**config.mk**
```make
export PLATFORM = sky130hd
export DESIGN_NAME = sub_serial3
export DESIGN_NICKNAME = d
export VERILOG_FILES = /design/src/rtl/sub_serial3_pkg.sv /design/src/rtl/sub_slice3.sv /design/src/rtl/sub_serial3.sv
export SDC_FILE = /design/constraint.sdc
export NUM_CORES = 1
export LEC_CHECK = 0
export CAP_MARGIN = 20
export CORE_MARGIN = 8
export CORE_UTILIZATION = 40
export CTS_CLUSTER_DIAMETER = 50
export CTS_CLUSTER_SIZE = 12
export DETAILED_ROUTE_END_ITERATION = 8
export GPL_TIMING_DRIVEN = 0
export MAX_ROUTING_LAYER = met4
export PLACE_DENSITY_LB_ADDON = 0.15
export SETUP_SLACK_MARGIN = 0.4
export SYNTH_ARGS = -nofsm -noshare
export SYNTH_HDL_FRONTEND = slang
export SYNTH_SLANG_ARGS = --single-unit
```
**constraint.sdc**
```tcl
create_clock -name clk -period 3.2 [get_ports clk]
set_clock_uncertainty 0.05 [all_clocks]
set_input_delay 0.96 -clock clk [delete_from_list [all_inputs] [get_ports clk]]
set_output_delay 0.96 -clock clk [all_outputs]
set_load 0.02 [all_outputs]
```
**src/rtl/sub_serial3_pkg.sv**
```systemverilog
// rtl/sub_serial3_pkg.sv - shared types and sizing for the 3-bit-slice serial subtractor
package sub_serial3_pkg;

  typedef enum logic [1:0] {IDLE, RUN, DONE} state_t;

  localparam int SLICE_W = 3;

  function automatic int slice_count(input int width);
    return width / SLICE_W;
  endfunction

endpackage

```
**src/rtl/sub_slice3.sv**
```systemverilog
// rtl/sub_slice3.sv - combinational 3-bit borrow slice, d = a - b - borrow
module sub_slice3
  import sub_serial3_pkg::*;
(
  input  logic [SLICE_W-1:0] a,
  input  logic [SLICE_W-1:0] b,
  input  logic               borrow,
  output logic [SLICE_W-1:0] d,
  output logic               borrow_out
);

  // One extra bit captures the borrow as the sign of the 4-bit difference
  assign {borrow_out, d} = {1'b0, a} - {1'b0, b} - {{SLICE_W{1'b0}}, borrow};

endmodule

```
**src/rtl/sub_serial3.sv**
```systemverilog
// rtl/sub_serial3.sv - serial a - b - bin, one 3-bit slice per clock
// Optional signed-overflow output enabled by SUB_SERIAL3_OVF_EN.
module sub_serial3
  import sub_serial3_pkg::*;
#(
  parameter int WIDTH = 12
) (
  input  logic             clk,
  input  logic             rst,
  input  logic             in_valid,
  output logic             in_ready,
  input  logic [WIDTH-1:0] a,
  input  logic [WIDTH-1:0] b,
  input  logic             bin,
  output logic             out_valid,
  input  logic             out_ready,
  output logic [WIDTH-1:0] diff,
  output logic             bout
`ifdef SUB_SERIAL3_OVF_EN
  ,
  output logic             ovf
`endif
);

  localparam int N     = slice_count(WIDTH);
  localparam int CNT_W = (N > 1) ? $clog2(N) : 1;

  if ((WIDTH % SLICE_W) != 0 || WIDTH < SLICE_W) begin : g_bad_width
    $error("sub_serial3: WIDTH must be a positive multiple of 3");
  end

  state_t             state, next_state;
  logic [WIDTH-1:0]   a_r, b_r;
  logic [CNT_W-1:0]   cnt;
  logic               borrow;
  logic [SLICE_W-1:0] slice_d;
  logic               slice_borrow;
  logic               last;
  logic               accept;
  logic [WIDTH+SLICE_W-1:0] diff_cat;

  assign last     = (cnt == CNT_W'(N - 1));
  assign accept   = in_valid && in_ready;
  // Result fills from the top so that slice 0 ends up in the low bits after N shifts
  assign diff_cat = {slice_d, diff};

  sub_slice3 u_slice (
    .a          (a_r[SLICE_W-1:0]),
    .b          (b_r[SLICE_W-1:0]),
    .borrow     (borrow),
    .d          (slice_d),
    .borrow_out (slice_borrow)
  );

  always_ff @(posedge clk or posedge rst) begin
    if (rst) state <= IDLE;
    else     state <= next_state;
  end

  always_comb begin
    next_state = state;
    in_ready   = 1'b0;
    out_valid  = 1'b0;
    case (state)
      IDLE: begin
        in_ready = 1'b1;
        if (in_valid) next_state = RUN;
      end
      RUN: begin
        if (last) next_state = DONE;
      end
      DONE: begin
        out_valid = 1'b1;
        if (out_ready) next_state = IDLE;
      end
      default: next_state = IDLE;
    endcase
  end

  always_ff @(posedge clk or posedge rst) begin
    if (rst) begin
      a_r    <= '0;
      b_r    <= '0;
      cnt    <= '0;
      borrow <= 1'b0;
      diff   <= '0;
      bout   <= 1'b0;
`ifdef SUB_SERIAL3_OVF_EN
      ovf    <= 1'b0;
`endif
    end else if (state == IDLE) begin
      if (accept) begin
        a_r    <= a;
        b_r    <= b;
        cnt    <= '0;
        borrow <= bin;
      end
    end else if (state == RUN) begin
      // Operands shift down so the active slice always sits in bits [2:0]
      a_r    <= a_r >> SLICE_W;
      b_r    <= b_r >> SLICE_W;
      diff   <= diff_cat[WIDTH+SLICE_W-1:SLICE_W];
      borrow <= slice_borrow;
      if (last) begin
        bout <= slice_borrow;
`ifdef SUB_SERIAL3_OVF_EN
        ovf  <= (a_r[SLICE_W-1] != b_r[SLICE_W-1]) && (slice_d[SLICE_W-1] != a_r[SLICE_W-1]);
`endif
      end else begin
        cnt <= cnt + CNT_W'(1);
      end
    end
  end

endmodule

```
==> flow_summary.ini <==
[power]
switchingPower_w = 0.001110
irDropWorstVdd_mv = 0.3686
p_per_area_mw_per_mm2 = 1053
comb_power_share_pct = 54.9
p_leak_nw = 1.240
power_frac_seq_pct = 32.6
intPower_w = 0.001691
sw_frac_of_total_pct = 39.64
clockPowerShare_pct = 12.5

[floorplanning]
rows = 26
dieWidth_um = 87.45
start_util_pct = 40.76
dieHeight_um = 87.45
coreArea_mm2 = 0.005010
io_pins = 44
die-area_mm2 = 0.007648

[logic_synthesis]
syn_inst = 191
synth_top_family_by_area = simple AND/OR/NAND/NOR gates
synthSimpleGateAreaFrac_pct = 14.95
synth_top_area_share_pct = 51.47
synth_flop_cell = dfrtp_1
synthMuxAreaShare_pct = 9.375
synth_seq_cells = 42
synth_cell_type_count = 34
syn_area_mm2 = 0.002042
synth_top_area_cell = dfrtp_1
syn_nets = 227
synth_compound_area_share_pct = 11.95
synth_area_per_cell_um2 = 10.69
synth_area_leaders = dfrtp_1 51%, nand2_1 9.6%, mux2i_1 8.8%
synthAdderAreaFrac_pct = 5.025
synth_xor_area_share_pct = 1.287
synth_edf_count = 0
yosys_warnings = 0
synth-seq-area-share_pct = 51.47
postSynth.asyncResetShare_pct = 100.0

[setup_path]
cp.required_ns = 2.19
crit_path_end_kind = output port
worstPathArrival_ns = 1.64
path_class = flip-flop to output port
worstPathMaxFanout = 10
worstSetupStartpointType = flip-flop

[sta]
setup_viol = 0
rsz0062_at_grt = false
fmax_ghz = 0.3771
finalWorstSetupSlack_ns = 0.5479
worst_pin_slew_ns = 0.3891
final.setup.tns_ns = 0
slew_headroom_pct = 74.03
drv_slew = 0
hold_violations = 0
fin_crit_sh_pct = 82.88
period_needed_ns = 2.652

[placement]
place_ws_ns = 0.7123
gp_congestion = 0.7870
hpwlAfterDp_um = 3024
portBuffers = 42

[clocking]
insertion_delay_ns = 0.29
cts_buffer_depth = 2
clkTransAtPathRegs_ns = 0.08
cts_sinks = 42
cts_buffers = 5
root_buffer = clkbuf_8
htreeDepth = 2
cts_tree = done

[cells_and_area]
nets = 277
drive_above_1_share_pct = 12.81
multi_input_comb_area_um2 = 869.6
regArea_mm2 = 0.001051
fillers = 504
diodes = 0
area_growth_pct = 30.27

[drt]
ant_nets = 0
drt_iter0_drc = 56
viasPerCell = 4.750
vias = 1482
drt-total-wl_um = 4022
wire_per_inst_um = 12.89
drc = 0
dr.pass1.iters = 4

[grt]
grt_pass1_wl_um = 6865
grt_start_max_net_pins = 26
antenna_found_initial = 0
grt_pass1_vias = 1518
grt_use_total_pct = 11.76
grt_overflow = 0

[run]
drv_cap = 0

[run_status]
status = finished clean

[worst_hold_path]
hold_path_class = flip-flop to flip-flop
final cells by class:
cell class,count,area share [%]
flip-flops and latches,42,39.51
repair buffers,43,16.51
clock inverters,1,0.1881
plain buffers,11,3.434
multi-input cells,130,32.69
clock buffers,7,3.246
inverters,8,1.129
well taps,70,3.293
critical path: stages (launching register included):
cell	delay, ns
dfrtp_1	0.37
buf_6	0.15
and2b_2	0.22
clkdlybuf4s50_1	0.60
stage by stage:
stage / std cells / area [um2] / hold WS (ns) / util, % / power (W)
5_1_grt: 312 / 2660 / 0.4529 / 53.10 / 0.003041
3_5_place_dp: 304 / 2570 / 0.4140 / 51.30 / 0.002494
2_1_floorplan: 191 / 2042 / 0.3992 / - / 0.002054
3_3_place_gp: 303 / 2550 / 0.4113 / 50.90 / 0.002466
6_report: 312 / 2660 / 0.4247 / 53.10 / 0.002801
4_1_cts: 312 / 2660 / 0.4327 / 53.10 / 0.002846
layer usage:
| metal | GRT usage, % | part of all wire (%) |
|---|---|---|
| met1 | 14.02 | 49 |
| met2 | 18.04 | 45 |
| met3 | 3.868 | 4.5 |
| met4 | 4.375 | 1.4 |
| met5 | - | 0 |
timing repair:
item | CTS | global route
gates resized for setup | 1 | 0
hold endpoints to repair | 0 | 0
setup endpoints to repair | 1 | 0
hold buffers | 0 | 0
buffers inserted | 0 | 0
cells in the mapped netlist, drive strengths merged, types with 2 or more instances:
cell type	n
nand2	52
dfrtp	42
o21ai	23
mux2i	18
buf	10
inv	8
ha	5
a32o	4
nor2b	4
a21oi	3
nand2b	3
a22o	2
fa	2
nor2	2
xnor2	2
cells by family (layout without fill, tap and decap cells):
family	count (synthesis)	after routing
AOI/OAI and AO/OA	36	36
and+or+nand+nor	65	65
muxes	19	19
DFF	42	42
adders and majority gates	7	7
buffers and inverters	19	70
xor gates and xnor gates	3	3
worst paths after layout:
kind | endpoint | slack [ns] | cells past startpoint | from
worst max register to register | diff[11]$_DFFE_PP0P_ | 0.91 | 7 | a_r[0]$_DFFE_PP0P_
max in group asynchronous | b_r[8]$_DFFE_PP0P_ | 1.73 | 3 | rst
worst min-delay path | diff[0]$_DFFE_PP0P_ | 0.42 | 2 | diff[0]$_DFFE_PP0P_
min in group asynchronous | diff[5]$_DFFE_PP0P_ | 0.91 | 2 | rst
worst min register to register | diff[0]$_DFFE_PP0P_ | 0.42 | 2 | diff[0]$_DFFE_PP0P_
worst max-delay path | out_valid | 0.55 | 3 | state[0]$_DFFE_PP0P_
power groups by stage:
stage	Sequential (W)	Combinational [W]	Clock, W
3_5_place_dp	0.000927	0.00157	0
3_3_place_gp	0.000920	0.00155	0
2_1_floorplan	0.000991	0.00106	0
5_1_grt	0.000944	0.00171	0.000387
6_report	0.000913	0.00154	0.000351
4_1_cts	0.000916	0.00157	0.000363
state kept, by name, indices dropped and copies added (netlist names):
name,cells
state,2
b_r,12
cnt,2
diff,12
a_r,12
borrow,1
bout,1
cell usage in the layout (no fill, tap or decap), types with 5 or more instances in the layout:
cell type,synthesis,routed
inv_1,8,7
o21ai_0,8,8
clkdlybuf4s50_1,0,41
mux2i_1,18,18
o21ai_1,11,11
dfrtp_1,42,42
clkbuf_8,0,6
ha_1,5,5
nand2_1,52,52
Note: power is estimated with default switching activity, not from simulation.
